==> config.mk <==
export PLATFORM = sky130hd
export DESIGN_NAME = lsu_initiator
export DESIGN_NICKNAME = d
export VERILOG_FILES = /design/src/rtl/lsu_initiator.sv
export SDC_FILE = /design/constraint.sdc
export NUM_CORES = 1
export LEC_CHECK = 0
export CORE_ASPECT_RATIO = 1.75
export CORE_MARGIN = 2
export CORE_UTILIZATION = 38
export CTS_BUF_LIST = sky130_fd_sc_hd__clkbuf_16
export CTS_CLUSTER_SIZE = 28
export DETAILED_ROUTE_END_ITERATION = 7
export GPL_ROUTABILITY_DRIVEN = 0
export SLEW_MARGIN = 20
export SYNTH_ARGS = -nofsm -noshare
export SYNTH_HDL_FRONTEND = slang
export SYNTH_SLANG_ARGS = --single-unit
==> constraint.sdc <==
create_clock -name clk -period 3.18 [get_ports clk]
set_clock_uncertainty 0.05 [all_clocks]
set_input_delay 0.318 -clock clk [delete_from_list [all_inputs] [get_ports clk]]
set_output_delay 0.318 -clock clk [all_outputs]
set_load 0.005 [all_outputs]
==> src/rtl/lsu_initiator.sv <==
// Load/store initiator: turns byte/half/word CPU requests into word-wide memory accesses.
// Define LSU_INITIATOR_MISALIGNED_EN to split misaligned accesses over two words; otherwise they error.
module lsu_initiator (
  input  logic        clk,
  input  logic        resetn,
  input  logic        req_valid,
  output logic        req_ready,
  input  logic        req_we,
  input  logic [1:0]  req_size,
  input  logic        req_unsigned,
  input  logic [31:0] req_addr,
  input  logic [31:0] req_wdata,
  output logic        rsp_valid,
  output logic [31:0] rsp_rdata,
  output logic        rsp_err,
  output logic [29:0] daddr,
  output logic [3:0]  wmask,
  output logic [31:0] wdata,
  input  logic [31:0] rdata
);

  // state | meaning
  // IDLE  | waiting for a request, req_ready high
  // ACC1  | access to the word holding the first byte
  // ACC2  | access to the following word (split accesses only)
  // RESP  | one-cycle response pulse
  typedef enum logic [1:0] {IDLE, ACC1, ACC2, RESP} state_t;

`ifdef LSU_INITIATOR_MISALIGNED_EN
  localparam logic MIS_EN = 1'b1;
`else
  localparam logic MIS_EN = 1'b0;
`endif

  state_t      state, state_nxt;
  logic        r_we, r_uns;
  logic [1:0]  r_size;
  logic [31:0] r_addr, r_wdata, lo_q;

  logic [1:0]  off;
  logic [29:0] base;
  logic        mis, err;
  logic [3:0]  size_mask;
  logic [7:0]  m64;
  logic [63:0] d64;
  logic [63:0] ld_cat;
  logic [31:0] ld_sh, ld_ext, rsp_d;

  assign off  = r_addr[1:0];
  assign base = r_addr[31:2];
  assign mis  = (r_size == 2'd1 && off == 2'd3) || (r_size == 2'd2 && off != 2'd0);
  assign err  = (r_size == 2'd3) || (mis && !MIS_EN);

  always_comb begin
    size_mask = 4'b0000;
    case (r_size)
      2'd0:    size_mask = 4'b0001;
      2'd1:    size_mask = 4'b0011;
      2'd2:    size_mask = 4'b1111;
      default: size_mask = 4'b0000;
    endcase
  end

  assign m64 = {4'b0000, size_mask} << off;
  assign d64 = {32'b0, r_wdata} << {off, 3'b000};

  // Low word is captured in ACC1; in ACC2 the live rdata is the high word.
  assign ld_cat = (state == ACC2) ? {rdata, lo_q} : {32'b0, rdata};
  assign ld_sh  = ld_cat[{off, 3'b000} +: 32];

  always_comb begin
    ld_ext = ld_sh;
    case (r_size)
      2'd0:    ld_ext = r_uns ? {24'b0, ld_sh[7:0]}  : {{24{ld_sh[7]}}, ld_sh[7:0]};
      2'd1:    ld_ext = r_uns ? {16'b0, ld_sh[15:0]} : {{16{ld_sh[15]}}, ld_sh[15:0]};
      default: ld_ext = ld_sh;
    endcase
  end

  assign rsp_d = (r_we || err) ? 32'b0 : ld_ext;

  always_ff @(posedge clk or negedge resetn) begin
    if (!resetn) begin
      state     <= IDLE;
      r_we      <= 1'b0;
      r_uns     <= 1'b0;
      r_size    <= 2'd0;
      r_addr    <= 32'b0;
      r_wdata   <= 32'b0;
      lo_q      <= 32'b0;
      rsp_rdata <= 32'b0;
      rsp_err   <= 1'b0;
    end else begin
      state <= state_nxt;
      if (state == IDLE && req_valid) begin
        r_we    <= req_we;
        r_uns   <= req_unsigned;
        r_size  <= req_size;
        r_addr  <= req_addr;
        r_wdata <= req_wdata;
      end
      if (state == ACC1) lo_q <= rdata;
      // Response fields only change on entry to RESP so they hold afterwards.
      if (state_nxt == RESP && state != RESP) begin
        rsp_rdata <= rsp_d;
        rsp_err   <= err;
      end
    end
  end

  always_comb begin
    state_nxt = state;
    req_ready = 1'b0;
    rsp_valid = 1'b0;
    daddr     = 30'b0;
    wmask     = 4'b0000;
    wdata     = 32'b0;
    case (state)
      IDLE: begin
        req_ready = 1'b1;
        if (req_valid) state_nxt = ACC1;
      end
      ACC1: begin
        daddr = base;
        if (!err && r_we) begin
          wmask = m64[3:0];
          wdata = d64[31:0];
        end
        state_nxt = (mis && !err) ? ACC2 : RESP;
      end
      ACC2: begin
        daddr = base + 30'd1;
        if (r_we) begin
          wmask = m64[7:4];
          wdata = d64[63:32];
        end
        state_nxt = RESP;
      end
      RESP: begin
        rsp_valid = 1'b1;
        state_nxt = IDLE;
      end
      default: state_nxt = IDLE;
    endcase
  end

endmodule
==> impl_metrics.toml, run 1 <==
[power_and_ir_drop]
clockPowerShare_pct = 16.7
power.share.sequential_pct = 27.6
p_sw_w = 0.00498
p_per_area_mw_per_mm2 = 1030
ir_drop_mv = 0.480
power_leakage_nw = 5.15
p_int_w = 0.00707
combPwrFrac_pct = 55.7
swShare_pct = 41.3

[routing]
wirelength_um = 27100
ant_nets = 0
via_per_inst = 5.60
drcViolationCount = 0
vias = 7680
drt_iter0_drc = 469
wl_per_cell_um = 19.8
drt_pass1_iterations = 5

[setup_path]
critPathMostFrequentCell = "buf_6"
path_class = "reg -> out"
cp_slowest_stage_delay_ns = 0.53
crit_family = "buffers and inverters"
crit_chain = "inv_1, ha_2, a21o_1, a221oi_4, buf_6, nand4_1, buf_6, o22ai_2, clkdlybuf4s50_1"
cp-startpoint = "r_size[1]"
worst-r2r-cell-count = 9
required_ns = 2.81
r2r-end = "rsp_rdata[25]"
end_kind = "primary output"
reg2reg_slack_ns = 0.37
crit_slowest_cell = "clkdlybuf4s50_1"
cp_num_buf_inv = 4
cp-start-kind = "flop"
rr_startpoint = "state[0]"
crit_arrival_ns = 2.74
crit_fanout = 8
cp_num_cells = 9
worstSetupEndpoint = "wdata[11]"

[die]
die_h_um = 200
fp.coreArea_mm2 = 0.0215
row_count = 71
dieArea_mm2 = 0.0232
initial_core_util_pct = 38.8
die_x_um = 116
ios = 204

[synthesis]
netlist_top_cells_area = "dfrtp_1 41%, mux2_2 14%, mux2i_1 7.1%, o21ai_0 4.4%, nand2_1 3.3%"
yosysTopAreaCell = "dfrtp_1"
syn-num-nets = 972
synth_async_sr_flop_share_pct = 100
ys.flop_type = "dfrtp_1"
yosys_warnings = 0
synth.avg_cell_area_um2 = 9.72
synth_top_area_share_pct = 40.5
ys_types = 50
netlist_area_mm2 = 0.00834
yosysSeqAreaShare_pct = 40.5
ys_ff_latch = 135
synth_edf_count = 0
postSynthCellCount = 858

[clock_tree]
cts_buffers = 17
htreeDepth = 4
path_clk_slew_ns = 0.06
insertion_delay_ns = 0.42
clkSinkCount = 135
cts-root-buf = "clkbuf_16"
clockBufferDepth = 2
cts_tree = "yes"

[finish]
synthToLayoutAreaGrowth_pct = 40.8
layout.nets = 1182
drive_gt1_share_pct = 21.7

[grt]
grt_pass1_wl_um = 41400
grt_pass1_vias = 7573
antenna_found_initial = 0
grt_max_degree = 74
track_usage_pct = 23.6
gr-total-overflow = 0

[run_status]
status = "completed"

[sta]
slew_violations = 0
fin_crit_sh_pct = 97.8
fmax_mhz = 322
rsz0062_at_grt = "true"
post-route-min-period_ns = 3.11
timing.hold.ws_ns = 0.437
hold_viol = 0
setup_ws_ns = 0.0709
max-slew-margin-rel_pct = 51.9
worst_slew_pin_slew_ns = 0.721
finalSetupViolCount = 0

[placement]
dp_worst_setup_slack_ns = 0.345
io_buffers = 203
hpwl_um = 19500

[job]
drv_cap = 0

[hold_path]
hp-class = "in -> async"
-- routing by layer --
metal / GRT usage (%) / wire, µm
met1: 27.2 / 10300
met2: 41.2 / 14200
met3: 3.93 / 1280
met4: 12.5 / 1360
met5: 0 / 0
-- worst reg2reg max path, stage by stage, from the launching register on --
cell     delay (ns)
dfrtp_1        0.41
inv_1          0.16
ha_1           0.29
buf_4          0.24
mux2i_1        0.14
mux4_2         0.53
nor3b_4        0.43
nor3_2         0.15
buf_4          0.20
o22ai_1        0.14
-- synth_stat cells, drive strengths merged, types with 10 or more instances --
cell type    n
o22ai       39
nand2       74
buf         21
nor3        28
and2        19
inv         43
nor2        23
clkbuf      46
nand4       16
mux2i       59
o21ai       73
mux2       102
nand3       14
a211oi      23
a31oi       17
dfrtp      135
ha          11
a21oi       28
nor2b       10
-- final cells by class --
class | instances | area, µm²
Multi-Input combinational cell | 611 | 4690
Antenna cell | 1 | 2.50
Sequential cell | 135 | 3390
Clock buffer | 17 | 425
Fill cell | 1994 | 9760
Tap cell | 292 | 365
Inverter | 46 | 173
Timing Repair Buffer | 257 | 2530
Clock inverter | 13 | 164
-- how the worst min path moves through the flow --
stage	from	to	slack, ns	cells past startpoint
after floorplan	resetn	lo_q[0]	-0.03	0
after global placement	resetn	r_addr[29]	0.33	1
after detailed placement	resetn	r_addr[12]	0.33	1
after CTS	req_addr[28]	r_addr[28]	0.44	2
after global routing	req_addr[17]	r_addr[17]	0.45	2
final	resetn	r_addr[29]	0.44	2
-- power by group through the flow --
| stage | clock network, W | registers, W | logic (W) |
|---|---|---|---|
| after floorplan | 0 | 0.00300 | 0.00426 |
| after global placement | 0 | 0.00330 | 0.00636 |
| after detailed placement | 0 | 0.00332 | 0.00641 |
| after CTS | 0.00206 | 0.00329 | 0.00653 |
| after global routing | 0.00213 | 0.00345 | 0.00730 |
| final | 0.00202 | 0.00333 | 0.00670 |
-- stage by stage --
| step | power [W] | cell area, µm² | cells | setup TNS [ns] | utilization [%] |
|---|---|---|---|---|---|
| floorplan | 0.00726 | 8340 | 858 | 0 | - |
| global placement | 0.00966 | 10800 | 1323 | 0 | 50.1 |
| detailed placement | 0.00973 | 10800 | 1323 | 0 | 50.1 |
| CTS | 0.0119 | 11500 | 1359 | 0 | 53.4 |
| global route | 0.0129 | 11700 | 1371 | -0.137 | 54.6 |
| finish | 0.0120 | 11700 | 1372 | 0 | 54.6 |
-- registers in the layout, indices dropped and copies added (netlist names) --
signal,count
r_we,1
r_uns,1
lo_q,32
rsp_rdata,32
r_wdata,32
rsp_err,1
r_size,2
state,2
r_addr,32
-- cells in the final DEF, fill, tap and decap left out, drive strengths merged, types with 3 or more instances in the layout --
cell             n
and4             3
ha              11
a211oi          23
nand4           16
a22oi            7
nand3           14
dfrtp          135
nor2            23
dlygate4sd2      6
o41ai            4
buf             54
a31oi           17
inv             44
a2bb2oi          7
nor4             6
o311ai           3
o22ai           39
dlymetal6s2s    27
bufinv           4
o21ai           73
nor2b           10
nand2b           3
a21oi           28
clkdlybuf4s50  167
clkbuf          19
nand2           74
o221ai           7
mux2           102
clkinv           9
nor3            28
nand3b           3
and2            19
mux2i           59
a21o             3
mux4             8
-- logic make-up (layout without fill, tap and decap cells) --
group / Yosys count / after routing / share of synthesized area (%)
flip-flops: 135 / 135 / 40.5
XOR/XNOR: 1 / 1 / 0.105
multiplexers: 169 / 169 / 23.0
AND/OR/NAND/NOR: 206 / 207 / 12.5
adder cells (fa/ha/maj): 11 / 11 / 1.65
AO/OA/AOI/OAI: 223 / 223 / 16.9
buffers and inverters: 113 / 333 / 5.31
other: 0 / 1 / 0
-- timing repair --
item,in CTS,in global routing
endpoints found under the setup margin,35,50
endpoints found under the hold margin,70,0
resized for setup,32,65
hold buffers,1,0
pin swaps,3,6
gates cloned,0,1
setup buffers,5,11
Note: power is estimated with default switching activity, not from simulation.
==> run 2, diff against run 1 <==
==> constraint.sdc (replaced) <==
create_clock -name clk -period 3.18 [get_ports clk]
set_clock_uncertainty 0.05 [all_clocks]
set_input_delay 0.318 -clock clk [delete_from_list [all_inputs] [get_ports clk]]
set_output_delay 0.318 -clock clk [all_outputs]
set_load 0.05 [all_outputs]
==> run 2 against run 1 <==
Against the previous run: clock power up 3%; total power up 17%; via count down 0.77%; wire length up 2.0%; largest cell class unchanged; largest power group unchanged.
==> impl_metrics.toml, run 2 (synthesized netlist as in run 1, its figures left out) <==
[run_status]
status = "completed"

[setup_path]
end_kind = "primary output"
cp_slowest_stage_delay_ns = 0.50
required_ns = 2.81
reg2reg_slack_ns = 0.53
crit_slowest_cell = "dfrtp_1"
cp-start-kind = "flop"
r2r-end = "rsp_rdata[17]"
path_class = "reg -> out"
crit_chain = "nand4_1, buf_4, nor4_4, nand3_1, or4_1, nand3_1, buf_12"
worst-r2r-cell-count = 7
rr_startpoint = "state[0]"
crit_fanout = 9
critPathMostFrequentCell = "nand3_1"
crit_arrival_ns = 2.65

[clock_tree]
clkSinkCount = 135
clockBufferDepth = 2
htreeDepth = 4
cts_tree = "yes"
cts-root-buf = "clkbuf_16"
insertion_delay_ns = 0.42
cts_buffers = 17
path_clk_slew_ns = 0.06

[power_and_ir_drop]
power_leakage_nw = 4.87
power.share.sequential_pct = 23.4
p_per_area_mw_per_mm2 = 1160
p_int_w = 0.00755
combPwrFrac_pct = 61.7
clockPowerShare_pct = 14.8
swShare_pct = 46.3
power_w = 0.0141
p_sw_w = 0.00650
ir_drop_mv = 0.683

[die]
dieArea_mm2 = 0.0232
row_count = 71
fp.coreArea_mm2 = 0.0215
die_h_um = 200
initial_core_util_pct = 38.8
ios = 204
die_x_um = 116

[sta]
max-slew-margin-rel_pct = 59.7
fmax_mhz = 331
finalSetupTns_ns = 0
fin_crit_sh_pct = 95.0
setup_ws_ns = 0.160
slew_violations = 0
worst_slew_pin_slew_ns = 0.600
rsz0062_at_grt = "false"
post-route-min-period_ns = 3.02
timing.hold.ws_ns = 0.333
finalSetupViolCount = 0
hold_viol = 0

[finish]
layout.nets = 1165
ff_latch_area_mm2 = 0.00338
mostFrequentLayoutCells = "136 x clkdlybuf4s50_1, 133 x dfrtp_1, 102 x mux2_2"
utilization_pct = 56.4
fill_cells = 1951
multiInputGateArea_mm2 = 0.00459
layout_commonest_cell = "clkdlybuf4s50_1"
drive_gt1_share_pct = 24.5
synthToLayoutAreaGrowth_pct = 45.4

[job]
drv_cap = 0

[routing]
vias = 7621
drt_pass1_iterations = 4
ant_nets = 0
drcViolationCount = 0
drt_iter0_drc = 369
via_per_inst = 5.61
wl_per_cell_um = 20.4
wirelength_um = 27700

[grt]
grt_pass1_wl_um = 42600
grt_max_degree = 64
gr-total-overflow = 0
track_usage_pct = 24.3
grt_pass1_vias = 7580
antenna_found_initial = 3

[placement]
hpwl_um = 20500
dp_worst_setup_slack_ns = 0.321
io_buffers = 203

[hold_path]
hp-class = "in -> async"
==> run 2: final cells by class <==
type | count | area share [%]
tap | 292 | 3.01
sequential | 135 | 27.9
clock buffer | 17 | 3.51
clock inverter | 14 | 1.52
multi-input combinational | 610 | 37.8
antenna | 3 | 0.0619
inverter | 46 | 1.42
timing repair buffer | 241 | 24.7
==> run 2: per-stage QoR <==
step,cells,instance area (µm²)
after floorplan,858,8360
after global placement,1320,11400
after detailed placement,1320,11400
after CTS,1353,12100
after global routing,1358,12100
final,1358,12100
==> run 2: worst max path at each step <==
| stage | from | endpoint | cells after the start |
|---|---|---|---|
| 2_1_floorplan | r_size[1] | wdata[24] | 7 |
| 3_3_place_gp | r_size[1] | wdata[15] | 7 |
| 3_5_place_dp | r_size[1] | wdata[15] | 7 |
| 4_1_cts | r_addr[13] | daddr[29] | 6 |
| 5_1_grt | r_addr[5] | daddr[29] | 6 |
| 6_report | r_addr[8] | daddr[29] | 7 |
==> run 2: power groups by stage <==
stage	logic, W	registers (W)	clock network (W)
2_1_floorplan	0.00532	0.00333	0
3_3_place_gp	0.00852	0.00328	0
3_5_place_dp	0.00858	0.00330	0
4_1_cts	0.00863	0.00328	0.00212
5_1_grt	0.00924	0.00340	0.00218
6_report	0.00868	0.00329	0.00208
==> run 2: repair_timing <==
item,CTS,global route
endpoints found under the hold margin,44,0
hold buffers,1,0
pin swaps,1,3
endpoints found under the setup margin,18,40
gates resized for setup,3,9
buffers inserted,1,2
==> run 2: metal layers <==
metal	wire length, µm	up-vias	global-route usage [%]	part of all wire [%]
met5	0	-	0	0
met4	1360	0	13.0	4.9
met3	1430	58	4.38	5.2
met2	14800	289	43.0	53
met1	10100	3717	27.5	37
li1	-	3557	-	-
==> run 2: worst max-delay path, delay by kind of cell, from the launching register on <==
family                 cells  cell delay [ns]
AND/OR/NAND/NOR            5             1.38
flip-flops                 1             0.50
buffers and inverters      2             0.35
